### config.mk
export PLATFORM = sky130hd
export DESIGN_NAME = fwd_sel_unit
export DESIGN_NICKNAME = d
export VERILOG_FILES = /design/src/rtl/fwd_sel_unit.sv
export SDC_FILE = /design/constraint.sdc
export NUM_CORES = 1
export LEC_CHECK = 0
export ABC_AREA = 1
export BUFFER_PORTS_ARGS = -buffer_cell sky130_fd_sc_hd__buf_2
export CORE_ASPECT_RATIO = 0.9
export CORE_MARGIN = 2
export CORE_UTILIZATION = 52
export CTS_CLUSTER_DIAMETER = 150
export DETAILED_ROUTE_END_ITERATION = 16
export GPL_ROUTABILITY_DRIVEN = 0
export GPL_TIMING_DRIVEN = 1
export PLACE_DENSITY_LB_ADDON = 0.2
export SETUP_SLACK_MARGIN = 0.2
export SLEW_MARGIN = 15
export SYNTH_ARGS = -nofsm -noshare
export SYNTH_HDL_FRONTEND = slang
export SYNTH_SLANG_ARGS = --single-unit
### constraint.sdc
create_clock -name Clk -period 1.9 [get_ports Clk]
set_input_delay 0.285 -clock Clk [delete_from_list [all_inputs] [get_ports Clk]]
set_output_delay 0.285 -clock Clk [all_outputs]
set_load 0.02 [all_outputs]
### src/rtl/fwd_sel_unit.sv
// -----------------------------------------------------------------------------
// fwd_sel_unit
//
// Purpose:
//   Forwarding-select and load-use stall unit sitting between ID and EX.
//   It tracks the destination register of the instructions in EX and MEM and
//   produces registered 2-bit select codes for the EX operand multiplexers:
//     2'b00 = register-file value
//     2'b01 = EX/MEM result
//     2'b10 = MEM/WB result
//   Code 2'b11 is never produced. A load in EX whose destination is read by
//   the instruction in ID raises a one-cycle Stall and inserts a bubble.
//
// Ports:
//   Clk         clock, all state updates on the rising edge
//   Rst         synchronous active-low reset
//   IdValid     ID holds a real instruction
//   IdRs/IdRt   ID source registers A/B
//   IdRsUsed    operand A is read from a register
//   IdRtUsed    operand B is read from a register
//   IdDst       ID destination register
//   IdRegWrite  ID instruction writes a register
//   IdMemRead   ID instruction is a load
//   Flush       squash the ID instruction
//   SelA/SelB   registered EX operand mux selects
//   Stall       hold PC and IF/ID (combinational from current state)
//   StallCount  saturating count of stall cycles (FWD_STALL_STATS_EN only)
//
// Configuration:
//   FWD_STALL_STATS_EN  when defined, adds the StallCount output and counter.
// -----------------------------------------------------------------------------
module fwd_sel_unit #(
  parameter int REG_BITS  = 5,
  parameter int STAT_BITS = 16
) (
  input  logic                 Clk,
  input  logic                 Rst,
  input  logic                 IdValid,
  input  logic [REG_BITS-1:0]  IdRs,
  input  logic [REG_BITS-1:0]  IdRt,
  input  logic                 IdRsUsed,
  input  logic                 IdRtUsed,
  input  logic [REG_BITS-1:0]  IdDst,
  input  logic                 IdRegWrite,
  input  logic                 IdMemRead,
  input  logic                 Flush,
  output logic [1:0]           SelA,
  output logic [1:0]           SelB,
  output logic                 Stall
`ifdef FWD_STALL_STATS_EN
  ,
  output logic [STAT_BITS-1:0] StallCount
`endif
);

  localparam logic [REG_BITS-1:0] REG_ZERO = {REG_BITS{1'b0}};

  // EX stage tracking (instruction now in EX)
  logic [REG_BITS-1:0] ex_dst_q, ex_dst_d;
  logic                ex_wr_q,  ex_wr_d;
  logic                ex_ld_q,  ex_ld_d;
  // MEM stage tracking; the load flag is not needed once past EX since a
  // MEM-stage load result is already forwardable from MEM/WB.
  logic [REG_BITS-1:0] mem_dst_q;
  logic                mem_wr_q;
  // Registered selects
  logic [1:0]          sel_a_q, sel_a_d;
  logic [1:0]          sel_b_q, sel_b_d;
  logic                haz_s;
  logic                stall_s;

  // Select for one operand: youngest producer (EX) wins over MEM; $0 is
  // hard-wired zero and never forwarded.
  function automatic logic [1:0] fwd_sel(
    input logic                used,
    input logic [REG_BITS-1:0] src,
    input logic                ex_wr,
    input logic [REG_BITS-1:0] ex_dst,
    input logic                mem_wr,
    input logic [REG_BITS-1:0] mem_dst
  );
    logic [1:0] sel;
    if (!used || (src == REG_ZERO)) begin
      sel = 2'b00;
    end else if (ex_wr && (ex_dst == src)) begin
      sel = 2'b01;
    end else if (mem_wr && (mem_dst == src)) begin
      sel = 2'b10;
    end else begin
      sel = 2'b00;
    end
    return sel;
  endfunction

  // Load-use hazard detection and stall generation
  always_comb begin
    haz_s = 1'b0;
    if (ex_ld_q && ex_wr_q && (ex_dst_q != REG_ZERO) && IdValid) begin
      haz_s = (IdRsUsed && (IdRs == ex_dst_q)) ||
              (IdRtUsed && (IdRt == ex_dst_q));
    end else begin
      haz_s = 1'b0;
    end
    stall_s = haz_s && !Flush;
  end

  // Next-state for EX tracking and selects; flush or stall inserts a bubble
  always_comb begin
    ex_dst_d = REG_ZERO;
    ex_wr_d  = 1'b0;
    ex_ld_d  = 1'b0;
    sel_a_d  = 2'b00;
    sel_b_d  = 2'b00;
    if (Flush || stall_s) begin
      ex_dst_d = REG_ZERO;
      ex_wr_d  = 1'b0;
      ex_ld_d  = 1'b0;
      sel_a_d  = 2'b00;
      sel_b_d  = 2'b00;
    end else begin
      ex_dst_d = IdDst;
      ex_wr_d  = IdRegWrite && IdValid;
      ex_ld_d  = IdMemRead && IdValid;
      sel_a_d  = fwd_sel(IdRsUsed, IdRs, ex_wr_q, ex_dst_q, mem_wr_q, mem_dst_q);
      sel_b_d  = fwd_sel(IdRtUsed, IdRt, ex_wr_q, ex_dst_q, mem_wr_q, mem_dst_q);
    end
  end

  // Pipeline tracking registers and registered selects
  always_ff @(posedge Clk) begin
    if (!Rst) begin
      ex_dst_q  <= REG_ZERO;
      ex_wr_q   <= 1'b0;
      ex_ld_q   <= 1'b0;
      mem_dst_q <= REG_ZERO;
      mem_wr_q  <= 1'b0;
      sel_a_q   <= 2'b00;
      sel_b_q   <= 2'b00;
    end else begin
      ex_dst_q  <= ex_dst_d;
      ex_wr_q   <= ex_wr_d;
      ex_ld_q   <= ex_ld_d;
      mem_dst_q <= ex_dst_q;
      mem_wr_q  <= ex_wr_q;
      sel_a_q   <= sel_a_d;
      sel_b_q   <= sel_b_d;
    end
  end

  assign SelA  = sel_a_q;
  assign SelB  = sel_b_q;
  assign Stall = stall_s;

`ifdef FWD_STALL_STATS_EN
  logic [STAT_BITS-1:0] stall_cnt_q, stall_cnt_d;

  // Saturating stall counter; only flush-surviving stalls are counted
  always_comb begin
    stall_cnt_d = stall_cnt_q;
    if (stall_s && (stall_cnt_q != {STAT_BITS{1'b1}})) begin
      stall_cnt_d = stall_cnt_q + {{(STAT_BITS-1){1'b0}}, 1'b1};
    end else begin
      stall_cnt_d = stall_cnt_q;
    end
  end

  // Stall counter register
  always_ff @(posedge Clk) begin
    if (!Rst) begin
      stall_cnt_q <= {STAT_BITS{1'b0}};
    end else begin
      stall_cnt_q <= stall_cnt_d;
    end
  end

  assign StallCount = stall_cnt_q;
`endif

endmodule

### After elaboration in Yosys (flattened, before gate mapping)

Cells that the tools add are included.

* reduce and logical (&&, ||, !) cells: 27
* muxes and demuxes: 5
* equality and inequality tests: 6
* bitwise operators: 1

Operators by type and width (number)
* $eq 5x5->1: 6
* $logic_and 1x1->1: 12
* $logic_not 5->1: 2
* $reduce_or 4->1: 2
* $reduce_or 3->1: 2
* $reduce_bool 5->1: 1
* $logic_or 1x1->1: 4
* $mux 2: 2
* $logic_not 1->1: 3
* $mux 1: 3
* $reduce_or 2->1: 1
* $not 1->1: 1

* word-level logic and storage cells: 48
* output and inout port bits: 5
* input bits: 23
* bits in registers: 17

### Logic depth before layout (Yosys ltp)

Gate-level depths: netlist (run 1).

* word-level depth: 7
* depth in mapped cells: 9
* gate-level depth less buffers: 9

### Least setup slack after synthesis (run 1)

OpenSTA, ideal clock, no wires.

* path type: reg2out
* start point: register ex_dst_q[3]
* end point: output port Stall
* path buffers: 0
* slack: 0.445 ns
* data arrival time: 1.170 ns
* required time: 1.615 ns
* cell stages (with the launch flop): 9
* path through: dfxtp_1 -> inv_2 -> nand2_1 -> nand2_1 -> nor2_1 -> nand4_1 -> nand2_2 -> nand2_4 -> nor2_1

* longest elaborated chain between the ends: 5
* elaborated cells between the ends (all ways): 10
* those cells by class: 2 x eq/ne; 1 x mux; 7 x reduce/logical

RTL lines
* start, declared: RTL line 59 `logic [REG_BITS-1:0] ex_dst_q, ex_dst_d;`
* start signal, assigned: RTL line 140 `ex_dst_q <= ex_dst_d;`
* $eq 5x5->1 (tied with other cells): RTL line 99 `haz_s = (IdRsUsed && (IdRs == ex_dst_q)) ||`
* $logic_and 1x1->1, on equally long branches: RTL line 99, 100, 98
* $logic_or 1x1->1 or $logic_and 1x1->1 (tied branches): RTL line 99, 98
* $mux 1 *: RTL line 98 `if (ex_ld_q && ex_wr_q && (ex_dst_q != REG_ZERO) && IdValid) begin`
* $logic_and 1x1->1 *: RTL line 104 `stall_s = haz_s && !Flush;`
* end, declared: RTL line 49 `output logic Stall`

Every way passes the cells marked *; elsewhere a longest branch is shown, timed or not.

### Final worst setup path (run 1)

Ends and elaborated chain as after synthesis.

==> out/metrics.yaml, run 1 <==
run_status:
  status: "finished, final reports clean"
global_route:
  grt_pass1_vias: 875
  grt_antenna_before_repair: 0
  grt_pass1_wl_microns: 3420
  grt_max_degree: 11
  grt_usage_pct: 23.9
  grt-ovfl-total: 0
final_layout:
  fill_cells: 175
  seqCellArea_sq_um: 352
  multiInputGateArea_sq_um: 449
  syn2layout_area_growth_pct: 27.7
  drive_gt1_share_pct: 33.5
  diodes: 0
  num-nets-final: 191
timing:
  slew_headroom_pct: 75.2
  min_period_ps: 1720
  setup_viol: 0
  slew_viol_final: 0
  worst_pin_slew_ps: 370
  fin_crit_sh_pct: 90.3
  post-route-worst-setup-slack_ps: 184
  timing.fmax_ghz: 0.583
  tns_ps: 0
  finClkSkew_ps: 4.22
  hold_violations: 0
  rsz0062_at_grt: "true"
pwr:
  p_leak_nw: 0.639
  irDropWorstVdd_uv: 504
  power_density_nw_per_um2: 589
route:
  antenna_left: 0
  routed_wirelength_microns: 2090
  wl_met2_microns: 1100
  top_layer_used: "met4"
  vias: 909
  drtPass1Iterations: 5
  avgViaCountPerCell: 4.76
  remaining_drc_errors: 0
  dr.first_iter.drc_count: 28
  wl_per_cell_microns: 10.9
  wl_met1_microns: 825
  wl_met3_microns: 135
setup_path:
  cpPeakStageDelay_ps: 370
  critPathKind: "flop to output pin"
  start_kind: "flop"
  endpoint_kind: "output pin"
  crit_slowest_cell: "dfxtp_2"
  crit_path_frequent_cell: "nand2_1"
  reg2reg_slack_ps: 450
  cp_data_required_time_ps: 1620
  cp.arrival_ps: 1430
  path_cells: "inv_2 > nand2_1 > nand2_1 > nor2_2 > nand4_1 > nand2_2 > nand2_4 > nor2_1 > buf_4"
  critPathMaxFanout: 4
  r2r_cells: 11
cts:
  clock_sinks: 17
  clk_latency_ps: 290
  htreeDepth: 1
  cts_buffers: 3
  clock_path_buffers: 2
  root_buffer: "clkbuf_4"
  clk_pin_slew_ps: 90
  cts_tree: "yes"
logic_synthesis:
  async_flop_share_pct: 0
  synthTopCellsByCount: "nand2_1 (35), inv_1 (27), dfxtp_1 (17), nor2_1 (15), nand4_1 (7)"
  synth-seq-cells: 17
  syn_area_sq_um: 888
  synth_most_common_cell: "nand2_1"
  synthFlopType: "dfxtp_1"
  synth_top_area_cell: "dfxtp_1"
  synth.area.top_cells: "dfxtp_1 (38%), nand2_1 (15%), inv_1 (11%), nor2_1 (6.3%), nand4_1 (4.9%)"
  yosysTopAreaCellShare_pct: 38.3
  synth_edf_count: 0
  syn-num-nets: 155
  yosysWarningCount: 0
  syn_area_per_cell_sq_um: 6.73
  synth_cell_types: 19
  syn_inst: 132
  ys_seq_area_share_pct: 38.3
die:
  dieWidth_microns: 47.6
  die_h_microns: 43.2
  ios: 28
  coreArea_sq_um: 1650
  start_util_pct: 54.0
  dieArea_sq_um: 2060
  num_rows: 14
placement:
  portBuffers: 27
  pre_cts_slack_ps: 374
  dp_hpwl_microns: 1610
job:
  maxCapViolCount: 0
worst_hold_path:
  min_path_cells: 3
  min_path_type: "input pin to flop"
## logic make-up after synthesis
kind of cell	share of synthesized area [%]
buffers and inverters	12.3
AOI/OAI and AO/OA	3.80
xor gates and xnor gates	7.89
DFF	38.3
and+or+nand+nor	37.7
## metal layers
metal,GRT usage (%),up-vias
li1,-,470
met1,26.4,405
met2,41.6,30
met3,8.94,4
met4,6.49,0
met5,0,-
## metrics by stage
stage	hold slack [ps]	utilization (%)	std cells	power, mW	instance area (sq um)
detailed placement	472	64.0	183	0.485	1050
floorplan	383	-	132	0.438	888
CTS	191	67.3	189	0.673	1110
global placement	451	64.0	183	0.481	1050
finish	197	68.9	191	0.669	1130
global route	193	68.9	191	0.713	1130
## state kept, by name (all words and copies together), names as in the netlist
name	cells
ex_wr_q	1
mem_dst_q	5
SelA	2
ex_ld_q	1
mem_wr_q	1
SelB	2
ex_dst_q	5
## worst max-delay path: cells and delay by family (launching register included)
family	cells	cell delay, ps
buffers and inverters	2	190
flip-flops	1	370
AND/OR/NAND/NOR	7	580
## where the power goes
group	total [mW]	switching, mW	leakage (nW)	internal [mW]
Clock	0.185	0.107	0.0177	0.0783
Sequential	0.373	0.00900	0.141	0.364
Combinational	0.111	0.0638	0.480	0.0473
Total	0.669	0.180	0.639	0.489
## path summary, 6_finish.rpt
path                                      to        start
worst max register to register       ex_ld_q  ex_dst_q[3]
worst max-delay path                   Stall  ex_dst_q[3]
worst min register to register  mem_dst_q[2]  ex_dst_q[2]
worst min-delay path             ex_dst_q[0]     IdDst[0]
## repair_timing
action / CTS / global route
gates resized for setup: 8 / 6
pin swaps: 5 / 9
buffers inserted: 2 / 2
hold buffers: 0 / 0
endpoints found under the setup margin: 1 / 1
## final cells by class
class	count	share of cell area, %
multi-input combinational	86	39.6
sequential	17	31.0
timing repair buffer	31	14.8
inverter	29	9.59
tap	24	2.65
clock buffer	3	1.98
clock inverter	1	0.441
## placed cells by master, fill, tap and decap left out
cell type / n
nand2_2: 3
xnor2_1: 3
a21boi_0: 1
nand2_1: 33
dfxtp_2: 3
o21ai_0: 3
clkinv_2: 1
clkbuf_4: 3
buf_2: 26
inv_2: 4
nand4_1: 7
nand3_1: 4
nor2_2: 5
nor3_1: 2
nor4_1: 1
buf_4: 5
nor2_1: 13
o22ai_1: 1
inv_1: 25
nand3_2: 2
xor2_1: 5
dfxtp_4: 2
a21oi_1: 1
nand2_4: 2
dfxtp_1: 12
Power figures use the tool's default switching activity.
==> inputs of run 2 (changes only) <==
--- a/config.mk
+++ b/config.mk
@@ -9,7 +9,7 @@
 export BUFFER_PORTS_ARGS = -buffer_cell sky130_fd_sc_hd__buf_2
 export CORE_ASPECT_RATIO = 0.9
 export CORE_MARGIN = 2
-export CORE_UTILIZATION = 52
+export CORE_UTILIZATION = 44
 export CTS_CLUSTER_DIAMETER = 150
 export DETAILED_ROUTE_END_ITERATION = 16
 export GPL_ROUTABILITY_DRIVEN = 0
==> constraint.sdc (replaced) <==
create_clock -name Clk -period 1.5 [get_ports Clk]
set_input_delay 0.225 -clock Clk [delete_from_list [all_inputs] [get_ports Clk]]
set_output_delay 0.225 -clock Clk [all_outputs]
set_load 0.02 [all_outputs]
==> run 2 against run 1 <==
Combinational power grew 41%. Total power grew 30%. Design area grew 6.8%. Worst setup slack lost 350 ps. Core utilization shrank 5.6 points. The run now ends with setup timing left. Sequential power grew 26%. Critical path depth shrank 2. Flip-flop and latch count is the same. Clock skew shrank 1.1 ps. Critical endpoint unchanged.
==> out/metrics.yaml, run 2 (same netlist as run 1, synthesis figures left out) <==
global_route:
  grt_max_degree: 10
  grt_usage_pct: 19.4
  grt_antenna_before_repair: 0
  grt_pass1_vias: 844
  grt_pass1_wl_microns: 3250
  grt-ovfl-total: 0
final_layout:
  syn2layout_area_growth_pct: 36.5
  drive_gt1_share_pct: 37.3
  fin_area_sq_um: 1210
  diodes: 0
  layout_commonest_cell: "nand2_1"
  final_cell_mix: "nand2_1 (31), inv_1 (26), buf_2 (26)"
  reg_top3: "ex_dst_q (5), mem_dst_q (5)"
  num-nets-final: 190
  fin_util_pct: 63.3
worst_hold_path:
  min_path_type: "input pin to flop"
route:
  dr.first_iter.drc_count: 10
  wl_per_cell_microns: 11.0
  routed_wirelength_microns: 2110
  remaining_drc_errors: 0
  antenna_left: 0
  avgViaCountPerCell: 4.64
  drtPass1Iterations: 4
  vias: 887
cts:
  clk_pin_slew_ps: 90
  clock_sinks: 17
  clock_path_buffers: 2
  cts_tree: "yes"
  root_buffer: "clkbuf_4"
  cts_buffers: 3
  htreeDepth: 1
  clk_latency_ps: 290
timing:
  timing.fmax_ghz: 0.601
  post-route-worst-setup-slack_ps: -163
  setup_viol: 1
  fin_crit_sh_pct: 111
  rsz0062_at_grt: "true"
  worst_pin_slew_ps: 685
  slew_headroom_pct: 54.2
  min_period_ps: 1660
  slew_viol_final: 0
  finClkSkew_ps: 3.15
  tns_ps: -163
  hold_violations: 0
setup_path:
  reg2reg_slack_ps: 40
  r2r_start: "ex_dst_q[1]"
  cp_data_required_time_ps: 1270
  r2r_cells: 9
  critPathKind: "flop to output pin"
  worstSetupStartpoint: "ex_dst_q[1]"
  endpoint_kind: "output pin"
  worstSetupEndpoint: "Stall"
  start_kind: "flop"
  cp.arrival_ps: 1440
  worstReg2RegEnd: "ex_dst_q[0]"
  critPathMaxFanout: 5
die:
  die_h_microns: 46.6
  start_util_pct: 46.4
  coreArea_sq_um: 1910
  ios: 28
  dieArea_sq_um: 2390
  num_rows: 15
  dieWidth_microns: 51.4
pwr:
  p_total_mw: 0.872
  p_leak_nw: 0.644
  irDropWorstVdd_uv: 460
  power_density_nw_per_um2: 719
job:
  maxCapViolCount: 0
run_status:
  violations: "setup timing"
  status: "finished with violations"
placement:
  dpl-instance-area_sq_um: 1060
  portBuffers: 27
  dp_hpwl_microns: 1600
## run 2: cell types whose count changed in the layout (fill, tap and decap cells not counted), moves of 2 or more
| cell | previous run | this run |
|---|---|---|
| nand3_2 | 2 | 0 |
| buf_4 | 5 | 2 |
| nor2_2 | 5 | 8 |
| nand2_1 | 33 | 31 |
| nor2_4 | 0 | 3 |
| nand3_4 | 0 | 2 |
| inv_2 | 4 | 2 |
| nor2_1 | 13 | 7 |
## run 2: metrics by stage
stage	setup WS (ps)	hold slack, ps	std cells
global route	-225	133	191
CTS	-172	126	191
floorplan	247	323	132
global placement	42.0	437	184
finish	-163	140	191
detailed placement	12.0	447	184
## run 2: critical path, cell delays in order (launching register included)
cell	delay, ps
dfxtp_4	370
xor2_1	140
nor2_1	150
nand4_1	140
nand2_2	100
nand2_4	60
nor2_4	70
buf_6	110
## run 2: what timing repair did
item                                    4_1_cts  5_1_grt
endpoints found under the setup margin        8       12
pin swaps                                     8        7
hold buffers                                  0        0
setup buffers                                 3        0
gates resized for setup                      16       16
## run 2: layer usage
layer | up-vias | wire length, microns | track usage [%]
met2 | 29 | 997 | 32.8
met4 | 0 | 59 | 13.7
met5 | - | 0 | 0
li1 | 472 | - | -
met1 | 379 | 916 | 21.1
met3 | 7 | 133 | 5.84
## run 2: how the worst min path moves through the flow
stage | from | to | slack, ps | depth (start not counted)
4_1_cts | IdDst[1] | ex_dst_q[1] | 130 | 3
6_report | IdDst[3] | ex_dst_q[3] | 140 | 3
5_1_grt | IdDst[2] | ex_dst_q[2] | 130 | 3
3_5_place_dp | IdDst[1] | ex_dst_q[1] | 450 | 3
2_1_floorplan | Rst | mem_dst_q[0] | 320 | 2
3_3_place_gp | IdDst[4] | ex_dst_q[4] | 440 | 3
## run 2: layout make-up
type | instances | area [sq um]
clock buffers | 4 | 26.3
fillers | 188 | 702
flip-flops and latches | 17 | 354
multi-input cells | 86 | 518
inverters | 29 | 111
well taps | 25 | 31.3
repair buffers | 30 | 171
## run 2: power by group
group,switching (mW),internal [mW],leakage (nW)
clock network,0.141,0.103,0.0150
logic,0.0900,0.0656,0.488
registers,0.0118,0.460,0.141
